===== config.mk =====
export PLATFORM = sky130hd
export DESIGN_NAME = rle_encoder
export DESIGN_NICKNAME = d
export VERILOG_FILES = /design/src/rtl/rle_encoder.sv
export SDC_FILE = /design/constraint.sdc
export NUM_CORES = 1
export LEC_CHECK = 0
export CELL_PAD_IN_SITES_DETAIL_PLACEMENT = 1
export CELL_PAD_IN_SITES_GLOBAL_PLACEMENT = 2
export CORE_MARGIN = 8
export CORE_UTILIZATION = 25
export DETAILED_ROUTE_END_ITERATION = 8
export GPL_TIMING_DRIVEN = 0
export PLACE_DENSITY = 0.7
export SYNTH_ARGS = -nofsm -noshare
export SYNTH_HDL_FRONTEND = slang
export SYNTH_SLANG_ARGS = --single-unit

===== constraint.sdc =====
create_clock -name clk -period 2.2 [get_ports clk]
set_clock_uncertainty 0.2 [all_clocks]
set_input_delay 0.22 -clock clk [delete_from_list [all_inputs] [get_ports clk]]
set_output_delay 0.22 -clock clk [all_outputs]
set_load 0.05 [all_outputs]

===== src/rtl/rle_encoder.sv =====
`default_nettype none
// rle_encoder: collapses runs of identical symbols into (value, length) tokens with
// valid/ready on both sides, saturating run length and end-of-stream flush. Rev 1.0
module rle_encoder #(
  parameter int DATA_W = 8,
  parameter int CNT_W  = 3
) (
  input  logic              clk,
  input  logic              rst,
  input  logic [DATA_W-1:0] in_data,
  input  logic              in_valid,
  input  logic              in_last,
  output logic              in_ready,
  output logic [DATA_W-1:0] out_data,
  output logic [CNT_W-1:0]  out_count,
  output logic              out_last,
  output logic              out_valid,
  input  logic              out_ready
);

  localparam logic [CNT_W-1:0] MAX_RUN = {CNT_W{1'b1}};
  localparam logic [CNT_W-1:0] ONE     = CNT_W'(1);

  typedef enum logic [1:0] {
    IDLE  = 2'd0,
    RUN   = 2'd1,
    FLUSH = 2'd2
  } state_t;

  state_t              state, state_n;
  logic [DATA_W-1:0]   run_data, run_data_n;
  logic [CNT_W-1:0]    run_cnt, run_cnt_n;
  logic [DATA_W-1:0]   out_data_n;
  logic [CNT_W-1:0]    out_count_n;
  logic                out_last_n;
  logic                out_valid_n;
  logic                slot_free;
  logic                accept;
  logic                extend;

  // The output slot can take a new token when empty or being drained this cycle.
  assign slot_free = ~out_valid | out_ready;
  assign in_ready  = (state != FLUSH) & slot_free;
  assign accept    = in_valid & in_ready;
  assign extend    = (in_data == run_data) && (run_cnt != MAX_RUN);

  always_comb begin
    state_n     = state;
    run_data_n  = run_data;
    run_cnt_n   = run_cnt;
    out_data_n  = out_data;
    out_count_n = out_count;
    out_last_n  = out_last;
    out_valid_n = out_valid & ~out_ready;

    case (state)
      IDLE: begin
        if (accept) begin
          run_data_n = in_data;
          run_cnt_n  = ONE;
          state_n    = in_last ? FLUSH : RUN;
        end
      end
      RUN: begin
        if (accept) begin
          if (extend) begin
            run_cnt_n = run_cnt + ONE;
          end else begin
            // Breaking beat: close the old run into the slot, open a new one.
            out_data_n  = run_data;
            out_count_n = run_cnt;
            out_last_n  = 1'b0;
            out_valid_n = 1'b1;
            run_data_n  = in_data;
            run_cnt_n   = ONE;
          end
          state_n = in_last ? FLUSH : RUN;
        end
      end
      FLUSH: begin
        if (slot_free) begin
          out_data_n  = run_data;
          out_count_n = run_cnt;
          out_last_n  = 1'b1;
          out_valid_n = 1'b1;
          run_cnt_n   = '0;
          state_n     = IDLE;
        end
      end
      default: begin
        state_n = IDLE;
      end
    endcase
  end

  always_ff @(posedge clk or posedge rst) begin
    if (rst) begin
      state     <= IDLE;
      run_data  <= '0;
      run_cnt   <= '0;
      out_data  <= '0;
      out_count <= '0;
      out_last  <= 1'b0;
      out_valid <= 1'b0;
    end else begin
      state     <= state_n;
      run_data  <= run_data_n;
      run_cnt   <= run_cnt_n;
      out_data  <= out_data_n;
      out_count <= out_count_n;
      out_last  <= out_last_n;
      out_valid <= out_valid_n;
    end
  end

endmodule
`default_nettype wire


==> out/results.txt <==
The total of warnings raised by yosys came out at 0. The total CTS buffers was 3; the static leakage power was 0.000821 uW. At the end of routability-driven placement, the weighted congestion stood at 0.732. The area taken by multi-input logic gates is 717 um^2. For the max-slew headroom at the worst pin, the log shows 0.306. At the pin with the least slew margin, the transition time is 1.04 ns. The per-cell via count in the routed design works out to 4.52. The critical path goes through ha_2 > ha_4 > a2111oi_4 > buf_4 > a31oi_4 > buf_6 > buf_6 > mux2_2.

For the number of nets still failing antenna checks after routing, the log shows 0. The run gives 2.22 ns as the arrival time of the worst setup path. Relative to the synthesized area, the layout overhead comes to 51.4%. For this design the ratio of total power to cell area is 1550 nW/um^2.

Timing would allow up to 444 MHz. Type of the most critical hold path: in -> async. In this design, the critical path's most frequently occurring cell is sky130_fd_sc_hd__buf_6.

Before antenna repair, the detailed router went through 4 iterations. TritonCTS built the clock tree. Initial standard-cell utilization of the core: 0.258. A synthesized cell averages 11.8 um^2. The chip height came out at 88.4 um.

Post-route fraction of the period consumed by the critical path: 1.02. For this design, the slowest cell found on the critical path is sky130_fd_sc_hd__dfrtp_1. The tools report the number of filler instances in the final layout as 560.

The flow ran to the end, but the final reports show violations. In this run the worst path has a maximum fanout of 5. The final standard cell utilization of the core came out at 0.391.

The checks that failed: negative setup slack. The portion of the post-synthesis area used by sequential elements was 0.497; the global-route usage over all layers was 0.0922. In this run, placement finished with an instance count of 207. For this design, the sink count on the clock tree is 26. The delay of the slowest cell on the worst path was 0.43 ns. STA classifies the critical path endpoint as a register. The number of enable flip-flop cells after synthesis is 0. The detailed router put a total of 1530 um of wire on met1.

Detailed routing placed a total of 257 um of wire on met3. The tools report the final-report setup violation count as 6. The cell sitting at the root of the clock tree is a sky130_fd_sc_hd__clkbuf_8. Setup repair after global routing could not meet its margin everywhere. During I/O placement, the number of pins put on the boundary was 27. The count of buffers inserted at the top-level ports is 26. The most used flip-flop cell after synthesis is sky130_fd_sc_hd__dfrtp_1. Dividing the detail-routed wire length by the instance count gives 15.8 um.

The die covers 7810 um^2. The run gives 0.000706 V as the worst IR drop on VDD. The via count of the first global-routing pass was 1116.

The sort of element at the start of the critical path was a register. The number of placement rows was 26; the global-route wire length before repair was 5670 um. In this run the deepest clock path goes through 2 buffers. The cell count after synthesis came out at 111. Yosys attributes the largest share of cell area to sky130_fd_sc_hd__dfrtp_1 50%, sky130_fd_sc_hd__mux2_2 15%, sky130_fd_sc_hd__ha_1 5.7%, sky130_fd_sc_hd__xnor2_1 3.3%, sky130_fd_sc_hd__inv_1 2.6%. The async set-reset flop share out of synthesis came out at 1.00.

For the initial detailed-routing violation count, the log shows 18. 0 antenna diodes ended up in the layout. The cell area that synthesis handed to floorplanning was 1310 um^2. The worst path setup slack after routing is -0.0539 ns. Once detailed placement completed, the half-perimeter wirelength came to 2270 um. Across all layers, the routed design uses 1027 vias. The area share of the largest cell type after synthesis is 0.497, and the number of remaining DRC errors is 0.

The routed design could run at a clock period as short as 2.25 ns. For the total negative slack for setup checks, the log shows -0.257 ns. After the flow finishes, the layout carries non-filler instances totaling 227. Entering global routing, the biggest net connects 27 pins. Counting flops and latches in the post-synthesis netlist gives 26. For the number of pins with negative max-slew slack in the final report, the log shows 0. Detailed routing placed a total of 1790 um of wire on met2.

The total area inside the core boundary comes to 5070 um^2. The post-synth net total is 130. The logs give 652 um^2 for the sequential cell area and 0 for the number of endpoints with negative hold slack in the final report. The run gives 32 as the count of cell types in the netlist.

The run gives 0 as the initial antenna violation count. Summed over all layers, the routed wires come to 3580 um. The highest metal layer carrying signal wires in the routed design is met4. The fraction of layout instances using a drive strength above 1 is 0.357. STA puts the critical path data required time at 2.17 ns.

The tools report the count of hold buffers inserted by post-cts repair as 0. The die is 88.4 um wide. The synthesized design spends more area on one cell type than any other, namely sky130_fd_sc_hd__dfrtp_1.

The net count reported at finish came out at 177. The critical path class is reg -> reg. The logs give 1 for the number of H-tree branching levels and 0 for the total congestion overflow.

The later pin in the worst-skew pair is clocked with a latency of 0.27 ns. Max-cap violations in this run came to 0. Clock-pin slew was measured on the worst setup and hold paths at 0.10 ns.
==> critical path: cells and delay by family, from the launching register on <==
family | cells | cell delay (ns)
AOI/OAI and AO/OA | 2 | 0.43
buffers and inverters | 3 | 0.45
muxes | 1 | 0.27
DFF | 1 | 0.43
adders and majority gates | 2 | 0.37
==> final cells by class <==
type                    count  area share
plain buffers               3      0.0114
flip-flops and latches     26       0.329
well taps                  70      0.0442
clock inverters             1      0.0151
inverters                   9      0.0170
clock buffers               3      0.0208
multi-input cells          73       0.362
repair buffers             42       0.201
==> layout by cell type (no fill, tap or decap), drive strengths merged, types with 2 or more instances in the layout <==
cell type / instances
a31oi: 3
o31ai: 2
dfrtp: 26
nand3: 3
clkdlybuf4s50: 25
clkbuf: 4
buf: 18
a21oi: 2
o21ai: 4
nor2: 3
inv: 9
mux2i: 2
or2: 2
xnor2: 5
nor2b: 3
nand2: 7
mux2: 17
ha: 6
o22ai: 2
==> cells by family after synthesis <==
family	count (synthesis)	synth area share
flip-flops	26	0.497
adder cells (fa/ha/maj)	6	0.0573
buffers and inverters	12	0.0372
AND/OR/NAND/NOR	23	0.0888
XOR/XNOR	5	0.0334
AO/OA/AOI/OAI	20	0.125
multiplexers	19	0.161
==> Yosys cell counts, drive strengths merged (2+ instances only) <==
library cell and count:
dfrtp 26, mux2 17, inv 9, nand2 7
ha 6, xnor2 5, o21ai 4, a31oi 3
nand3 3, nor2 3, nor2b 3, a21oi 2
buf 2, mux2i 2, o22ai 2, o31ai 2
or2 2
==> state kept, by name, indices dropped and copies added, names as in the netlist <==
name       cells
out_count      3
out_valid      1
out_last       1
out_data       8
run_cnt        3
run_data       8
state          2
==> report_power, final <==
part | internal, uW | switching, uW
sequential | 687 | 150
clock | 244 | 161
combinational | 840 | 998
total | 1770 | 1310
==> worst paths after layout <==
kind / from / end / slack, ns / depth (start not counted)
setup reg to reg: run_cnt[0] / out_data[7] / -0.05 / 8
hold reg to reg: out_data[0] / out_data[0] / 0.31 / 1
max in group asynchronous: rst / state[0] / 0.81 / 2
setup / recovery: run_cnt[0] / out_data[7] / -0.05 / 8
min in group clk: out_data[0] / out_data[0] / 0.31 / 1
hold / removal: rst / out_data[6] / 0.29 / 2
==> layer usage <==
metal	global-route usage	vias to the layer above
met5	0	-
met4	0.00922	0
met3	0.0344	2
met2	0.156	24
met1	0.112	516
li1	-	485
==> stage by stage <==
step / setup slack [ns] / instance area (um^2) / total power (uW) / hold slack, ns
6_report: -0.0539 / 1980 / 3080 / 0.287
5_1_grt: -0.120 / 1980 / 3280 / 0.340
4_1_cts: -0.0487 / 1910 / 3030 / 0.322
3_5_place_dp: -0.405 / 1670 / 2360 / 0.297
3_3_place_gp: -0.357 / 1670 / 2320 / 0.288
2_1_floorplan: 0.0112 / 1330 / 1910 / 0.0600
==> what timing repair did <==
action,4_1_cts,5_1_grt
pin swaps,3,3
buffers inserted,12,3
setup endpoints to repair,20,24
gates cloned,1,0
resized for setup,21,8
Power figures use the tool's default switching activity.
